$ cat src/rtl/ram_pkg.sv
// Shared constants and FSM encoding for the burst reader of the 64x8 RAM.
package ram_pkg;

    localparam int ADDR_W    = 6;
    localparam int DATA_W    = 8;
    localparam int LEN_W     = 7;
    localparam int RAM_DEPTH = 2 ** ADDR_W;

    localparam logic [LEN_W-1:0] MAX_LEN = LEN_W'(RAM_DEPTH);

    typedef enum logic [1:0] {
        IDLE  = 2'd0,
        RUN   = 2'd1,
        DRAIN = 2'd2
    } state_t;

    // Requests longer than the address space read every word exactly once.
    function automatic logic [LEN_W-1:0] sat_len(input logic [LEN_W-1:0] len);
        return (len > MAX_LEN) ? MAX_LEN : len;
    endfunction

endpackage

$ cat src/rtl/ram_rd_skid_buf.sv
// Two-entry show-ahead FIFO that catches read data still in flight when the
// downstream stalls.
module ram_rd_skid_buf
    import ram_pkg::*;
(
    input  logic              clk,
    input  logic              rst_n,
    input  logic              wr_en,
    input  logic [DATA_W-1:0] wr_data,
    input  logic              rd_en,
    output logic [DATA_W-1:0] rd_data,
    output logic [1:0]        count
);

    logic [DATA_W-1:0] mem_reg [2];
    logic              wr_ptr_reg;
    logic              rd_ptr_reg;
    logic [1:0]        count_reg;
    logic              wr_ok;
    logic              rd_ok;

    // A write into a full buffer is only accepted when a pop frees a slot.
    assign wr_ok = wr_en && ((count_reg != 2'd2) || rd_en);
    assign rd_ok = rd_en && (count_reg != 2'd0);

    always_ff @(posedge clk or negedge rst_n) begin
        if (!rst_n) begin
            mem_reg[0] <= '0;
            mem_reg[1] <= '0;
            wr_ptr_reg <= 1'b0;
            rd_ptr_reg <= 1'b0;
            count_reg  <= 2'd0;
        end else begin
            if (wr_ok) begin
                mem_reg[wr_ptr_reg] <= wr_data;
                wr_ptr_reg          <= ~wr_ptr_reg;
            end
            if (rd_ok) begin
                rd_ptr_reg <= ~rd_ptr_reg;
            end
            count_reg <= count_reg + {1'b0, wr_ok} - {1'b0, rd_ok};
        end
    end

    assign rd_data = mem_reg[rd_ptr_reg];
    assign count   = count_reg;

endmodule

$ cat src/rtl/ram_burst_reader.sv
// Burst read initiator: issues one RAM read per cycle and streams the returned
// bytes out with valid/ready, last-beat flag and a completion pulse.
module ram_burst_reader
    import ram_pkg::*;
(
    input  logic              clk,
    input  logic              rst_n,
    input  logic              req_valid,
    output logic              req_ready,
    input  logic [ADDR_W-1:0] req_addr,
    input  logic [LEN_W-1:0]  req_len,
    output logic              mem_rd_en,
    output logic [ADDR_W-1:0] mem_rd_addr,
    input  logic [DATA_W-1:0] mem_rd_data,
    output logic              out_valid,
    input  logic              out_ready,
    output logic [DATA_W-1:0] out_data,
    output logic              out_last,
    output logic              busy,
    output logic              done
);

    state_t            state_reg;
    state_t            state_next;
    logic [ADDR_W-1:0] addr_reg;
    logic [ADDR_W-1:0] rd_addr_reg;
    logic [LEN_W-1:0]  remaining_reg;
    logic [LEN_W-1:0]  len_reg;
    logic [LEN_W-1:0]  beat_reg;
    logic              inflight_reg;
    logic              done_reg;

    logic [1:0]        buf_count;
    logic [DATA_W-1:0] buf_data;
    logic [2:0]        occupancy;
    logic              accept;
    logic              issue;
    logic              pop;
    logic              last_beat;

    ram_rd_skid_buf u_skid (
        .clk     (clk),
        .rst_n   (rst_n),
        .wr_en   (inflight_reg),
        .wr_data (mem_rd_data),
        .rd_en   (pop),
        .rd_data (buf_data),
        .count   (buf_count)
    );

    assign out_valid = (buf_count != 2'd0);
    assign pop       = out_valid && out_ready;
    assign last_beat = out_valid && (beat_reg == len_reg - LEN_W'(1));
    assign accept    = req_valid && req_ready;

    // Slots the buffer will hold next cycle if we do not issue now; a new read
    // is only safe while at least one slot stays free for its data.
    assign occupancy = {1'b0, buf_count} + {2'b00, inflight_reg} - {2'b00, pop};

    always_comb begin
        state_next = state_reg;
        req_ready  = 1'b0;
        busy       = 1'b0;
        issue      = 1'b0;
        case (state_reg)
            IDLE: begin
                req_ready = 1'b1;
                if (req_valid && (req_len != '0)) begin
                    state_next = RUN;
                end
            end
            RUN: begin
                busy  = 1'b1;
                issue = (remaining_reg != '0) && (occupancy <= 3'd1);
                if (issue && (remaining_reg == LEN_W'(1))) begin
                    state_next = DRAIN;
                end
            end
            DRAIN: begin
                busy = 1'b1;
                if (pop && last_beat) begin
                    state_next = IDLE;
                end
            end
            default: begin
                state_next = IDLE;
            end
        endcase
    end

    always_ff @(posedge clk or negedge rst_n) begin
        if (!rst_n) begin
            state_reg     <= IDLE;
            addr_reg      <= '0;
            rd_addr_reg   <= '0;
            remaining_reg <= '0;
            len_reg       <= '0;
            beat_reg      <= '0;
            inflight_reg  <= 1'b0;
            done_reg      <= 1'b0;
        end else begin
            state_reg    <= state_next;
            inflight_reg <= issue;
            done_reg     <= (accept && (req_len == '0)) ||
                            ((state_reg == DRAIN) && pop && last_beat);
            if (accept) begin
                addr_reg      <= req_addr;
                remaining_reg <= sat_len(req_len);
                len_reg       <= sat_len(req_len);
                beat_reg      <= '0;
            end
            if (issue) begin
                addr_reg      <= addr_reg + ADDR_W'(1);
                remaining_reg <= remaining_reg - LEN_W'(1);
                rd_addr_reg   <= addr_reg;
            end
            if (pop) begin
                beat_reg <= beat_reg + LEN_W'(1);
            end
        end
    end

    // The address bus shows the last issued address between reads.
    assign mem_rd_en   = issue;
    assign mem_rd_addr = issue ? addr_reg : rd_addr_reg;
    assign out_data    = out_valid ? buf_data : '0;
    assign out_last    = last_beat;
    assign done        = done_reg;

endmodule

$ cat config.mk
export PLATFORM = sky130hd
export DESIGN_NAME = ram_burst_reader
export DESIGN_NICKNAME = d
export VERILOG_FILES = /design/src/rtl/ram_pkg.sv /design/src/rtl/ram_rd_skid_buf.sv /design/src/rtl/ram_burst_reader.sv
export SDC_FILE = /design/constraint.sdc
export NUM_CORES = 1
export LEC_CHECK = 0
export BUFFER_PORTS_ARGS = -buffer_cell sky130_fd_sc_hd__buf_4
export CORE_MARGIN = 2
export CORE_UTILIZATION = 55
export CTS_BUF_LIST = sky130_fd_sc_hd__clkbuf_16
export CTS_CLUSTER_DIAMETER = 30
export CTS_CLUSTER_SIZE = 28
export DETAILED_ROUTE_END_ITERATION = 12
export PLACE_DENSITY_LB_ADDON = 0.15
export SLEW_MARGIN = 30
export SYNTH_ARGS = -nofsm -noshare
export SYNTH_HDL_FRONTEND = slang
export SYNTH_SLANG_ARGS = --single-unit
$ cat constraint.sdc
create_clock -name clk -period 4.8 [get_ports clk]
set_clock_uncertainty 0.1 [all_clocks]
set_input_delay 0.48 -clock clk [delete_from_list [all_inputs] [get_ports clk]]
set_output_delay 0.48 -clock clk [all_outputs]
set_load 0.01 [all_outputs]
==> metrics.txt, run 1 <==
# clock sinks 57; initial antenna violation count 0; count leader, synth dfrtp_1; cell taking the most area after synthesis dfrtp_1; Reg-to-Reg Start u_skid.count[1]; RSZ-0062 raised after global routing false; Worst R2R Setup Slack 910 ps; core box area 5470 µm²; H-tree levels 3; max_slew headroom 52.3%; ANT cells 0; Synth warnings 0; worst ir drop on vdd 404 µV; # DRC 0; number of global-route vias before repair 2428; outcome finished, final reports clean; max reg flops 16; post-synth cell types 57; synth cell count leaders dfrtp_1, nand2_1, mux2_2; slowest stage cell, crit path o21ai_1; setup TNS 0 ps; layout cells sized above 1 25.8%; Gate Count Post-Synth 303; Routed WL 7.03 mm; Seq/Total Area, Yosys 46.0%; Max Transition Viols Final 0; via count 2464; buffer count from post-CTS setup fixing 0; r2r worst-path depth 12; synth top area cells dfrtp_1, mux2_2, ha_1; CTS Buf Count 9; commonest register cell after synthesis dfrtp_1; GRT Util Overall 24.5%; Leak 1.79 nW; global route overflow 0; Port Buf Inserts 44; CTS Hold Bufs 0; DRT antenna net count 0; crit end category primary output; FF+latch count, synth 57; nets 389; Logic pwr share 42.5%; maxcap violations 0; number of synthesized flops with an enable pin 0; router iterations before antenna repair 4; Starting Density 56.7%; Req. time, crit path 4220 ps; Post-Layout Inst Area 3850 µm²; CP max FO 26; Fillers 425; area post-placement 3500 µm²; crit path DAT 3810 ps; post-DP HPWL 4.87 mm; endpoints failing setup 0; pwr dens 750 nW/µm²; Net Sw Power 0.00106 W; clk_lat worst skew 320 ps; crit start category flop; CTS clk-pin slew, worst paths 50 ps; post_cts resized 0; Routability Congestion 0.874; pre-CTS setup slack 755 ps; Tightest Pin Transition 715 ps; CP Class flop to primary output; clock root cell clkbuf_16; Die X 79.1 µm; Mean Syn Cell Area 10.2 µm²; Min-Delay Path Class input port to async pin; Final Cycle Share 91.5%; first-pass GRT wire length 11.7 mm; final setup margin 408 ps; io pins 45; Die ar. 6260 µm²; r2r endpoint remaining_reg[5]; largest net degree at the start of global routing 58; worst path cell trace o21ai_1 > inv_1 > ha_1 > inv_1 > ha_1 > inv_1 > fa_1 > xnor2_1 > and3_1 > nand2_1 > inv_2 > nand2_1 > nand2_1 > buf_4; top-area cell type share of the netlist area 46.0%; Peak Freq 228 MHz; fin crit period 4390 ps; slowest stage delay, CP 530 ps; Max Root-Sink Buffers 2; detail-routed net length per standard cell 16.4 µm; Starting DRT DRC Count 134; P&R area growth vs syn 24.2%; via/cell ratio 5.76; Post-synth ARST share 100%; syn nets 341; Cell Rows 27; final hold violations 0; CTS tree yes; Syn Std Cell Area 3100 µm²; Cell Int Power 0.00183 W; Seq pwr share 30.8%; Sw Share 36.5%; Clock power frac 26.7%; die height 79.1 µm
==> logic make-up (layout without fill, tap and decap cells) <==
kind of cell    after synthesis  in the layout  synth area share, %
simple gates                 98             98                 15.8
flops                        57             57                 46.0
mux                          28             28                 9.80
buf+inv                      26             79                 3.27
fa+ha+maj                    13             13                 5.48
xor+xnor                     13             13                 3.67
compound gates               68             68                 16.0
==> metrics by stage <==
step / hold slack (ps) / total power [W] / utilization, % / instances
CTS: 139 / 0.00291 / 70.4 / 428
global placement: 355 / 0.00207 / 63.9 / 412
floorplan: 84.4 / 0.00171 / - / 303
global route: 171 / 0.00309 / 70.4 / 428
finish: 101 / 0.00289 / 70.4 / 428
detailed placement: 363 / 0.00211 / 63.9 / 412
==> power by group through the flow <==
stage / sequential [W] / combinational [W] / clock, W
2_1_floorplan: 0.000817 / 0.000890 / 0
3_3_place_gp: 0.000887 / 0.00118 / 0
3_5_place_dp: 0.000892 / 0.00122 / 0
4_1_cts: 0.000890 / 0.00124 / 0.000780
5_1_grt: 0.000918 / 0.00137 / 0.000802
6_report: 0.000890 / 0.00123 / 0.000773
==> layout by cell type, fill, tap and decap left out, types with 7 or more instances in the layout <==
master / n
dfrtp_1: 57
buf_4: 45
nand2_1: 36
mux2_2: 19
o21ai_0: 18
inv_1: 17
nor2_1: 16
a21oi_1: 14
ha_1: 12
xnor2_1: 9
mux2i_1: 9
clkbuf_16: 9
nor3_1: 8
and3_1: 7
nand3_1: 7
==> how the worst max path moves through the flow <==
stage                          from             end  slack, ps
floorplan           u_skid.count[1]  mem_rd_addr[0]       1100
global placement    u_skid.count[1]  mem_rd_addr[4]        890
finish              u_skid.count[1]  mem_rd_addr[2]        410
detailed placement  u_skid.count[1]  mem_rd_addr[2]        760
global route        u_skid.count[1]  mem_rd_addr[2]         30
CTS                 u_skid.count[1]  mem_rd_addr[2]        430
==> layout make-up <==
| class | instances | area (µm²) | share of cell area (%) |
|---|---|---|---|
| clock buffer | 9 | 225 | 5.84 |
| multi-input combinational | 220 | 1580 | 40.9 |
| clock inverter | 7 | 133 | 3.44 |
| tap | 72 | 90.1 | 2.34 |
| inverter | 18 | 67.6 | 1.75 |
| timing repair buffer | 45 | 338 | 8.76 |
| sequential | 57 | 1430 | 37.0 |
==> critical path, delay by kind of cell, from the launching register on <==
family / cells / cell delay (ps)
buf+inv: 5 / 910
flops: 1 / 470
compound gates: 1 / 530
fa+ha+maj: 3 / 860
xor+xnor: 1 / 180
simple gates: 4 / 530
==> layer usage <==
layer	up-vias	global-route usage [%]	wire length, µm
met3	12	4.20	283
met4	0	10.5	125
met5	-	0	0
li1	1190	-	-
met2	58	40.7	3470
met1	1204	31.6	3150
Power figures use the tool's default switching activity.
==> run 2, diff against run 1 <==
--- a/config.mk
+++ b/config.mk
@@ -13,6 +13,7 @@
 export CTS_CLUSTER_SIZE = 28
 export DETAILED_ROUTE_END_ITERATION = 12
 export PLACE_DENSITY_LB_ADDON = 0.15
+export REMOVE_ABC_BUFFERS = 1
 export SLEW_MARGIN = 30
 export SYNTH_ARGS = -nofsm -noshare
 export SYNTH_HDL_FRONTEND = slang
==> run 2 against run 1 <==
- design area shrank 2.0%
- clock power shrank 24%
- die area is the same
- critical path type unchanged
- critical endpoint is now mem_rd_addr[3]
- largest cell class unchanged
- largest power group unchanged
==> metrics.txt, run 2 (synthesis gave the netlist of run 1 again) <==
Final Cycle Share 88.1%; first-pass GRT wire length 11.4 mm; Die ar. 6260 µm²; final hold violations 0; crit end category primary output; layout cells sized above 1 25.0%; clock root cell clkbuf_16; CTS tree yes; detail-routed net length per standard cell 15.7 µm; die height 79.1 µm; CP max FO 26; via/cell ratio 5.77; Peak Freq 237 MHz; CTS Buf Count 9; worst path cell trace o21ai_2 > inv_1 > ha_1 > inv_1 > ha_1 > inv_1 > fa_1 > xnor2_1 > and3_1 > nand2_1 > inv_2 > nand2_1 > nand2_1 > buf_4; slowest stage cell, crit path dfrtp_1; CP Class flop to primary output; RSZ-0062 raised after global routing false; most frequent cells in the layout dfrtp_1, buf_4, nand2_1, mux2_2; via count 2469; outcome finished, final reports clean; Req. time, crit path 4220 ps; H-tree levels 3; commonest non-fill, non-tap cell in the layout dfrtp_1; crit path DAT 3650 ps; # clock sinks 57; CTS Hold Bufs 0; router iterations before antenna repair 6; Die X 79.1 µm; Leak 1.76 nW; max_slew headroom 53.3%; largest net degree at the start of global routing 58; total power 0.00271 W; Starting Density 56.7%; endpoints failing setup 0; # DRC 0; Min-Delay Path Class input port to async pin; CTS clk-pin slew, worst paths 50 ps; crit start category flop; fin crit period 4230 ps; global route overflow 0; Max Transition Viols Final 0; max reg flops 16; post-DP HPWL 4.78 mm; initial antenna violation count 0; Max Root-Sink Buffers 2; maxcap violations 0; slowest stage delay, CP 480 ps; pwr dens 716 nW/µm²; GRT Util Overall 23.4%; clk_lat worst skew 320 ps; Routability Congestion 0.834; Starting DRT DRC Count 160; setup TNS 0 ps; P&R area growth vs syn 21.8%; nets 389; Tightest Pin Transition 697 ps; Routed WL 6.74 mm; Port Buf Inserts 44; number of global-route vias before repair 2432; io pins 45; worst ir drop on vdd 473 µV; DRT antenna net count 0; ANT cells 0; Cell Rows 27; core box area 5470 µm²
## run 2: cell count changes in the layout (fill, tap and decap cells not counted)
cell and delta:
clkinv_2 -1, o21ai_2 +1, bufinv_16 -3, inv_1 +1
o21ai_1 -1, clkinv_1 +3
## run 2: what timing repair did
action,4_1_cts,5_1_grt
resized for setup,0,1
endpoints found under the setup margin,0,7
buffers inserted,0,0
## run 2: cell type report
class | count | area, µm²
clock buffer | 9 | 225
clock inverter | 7 | 52.6
sequential | 57 | 1430
multi-input combinational | 220 | 1580
fill | 443 | 1690
tap | 72 | 90.1
inverter | 18 | 67.6
timing repair buffer | 45 | 338
## run 2: per-stage QoR
step | area [µm²] | hold slack [ps] | util, % | setup WS (ps) | instances
finish | 3780 | 110 | 69.0 | 572 | 428
global route | 3780 | 181 | 69.0 | 178 | 428
CTS | 3770 | 147 | 69.0 | 285 | 428
detailed placement | 3500 | 359 | 63.9 | 649 | 412
global placement | 3500 | 355 | 63.9 | 855 | 412
floorplan | 3070 | 84.4 | - | 1040 | 295
## run 2: final timing paths
path	from	endpoint	slack (ps)	cells after the start
worst max-delay path	u_skid.count[1]	mem_rd_addr[3]	570	14
worst min-delay path	rst_n	state_reg[1]	110	1
worst max register to register	u_skid.count[1]	remaining_reg[5]	1040	12
worst min register to register	rd_addr_reg[0]	rd_addr_reg[0]	370	2
max in group asynchronous	rst_n	remaining_reg[0]	4020	1
min in group clk	req_addr[3]	addr_reg[3]	300	2
## run 2: metal layers
metal	GRT usage (%)	up-vias	share of wire, %
li1	-	1194	-
met1	30.6	1210	46
met2	38.3	56	49
met3	6.02	9	4.4
met4	7.07	0	1.2
met5	0	-	0
## run 2: critical path: cells and delay by family, from the launching register on
| kind | cells | cell delay (ps) |
|---|---|---|
| AND/OR/NAND/NOR | 4 | 490 |
| AO/OA/AOI/OAI | 1 | 420 |
| buffers and inverters | 5 | 880 |
| flip-flops | 1 | 480 |
| adder cells (fa/ha/maj) | 3 | 870 |
| XOR/XNOR | 1 | 190 |
## run 2: report_power, final
part	leakage (nW)	internal [W]	switching [W]
sequential	0.703	0.000694	0.000197
clock	0.138	0.000389	0.000199
combinational	0.917	0.000589	0.000638
total	1.76	0.00167	0.00103
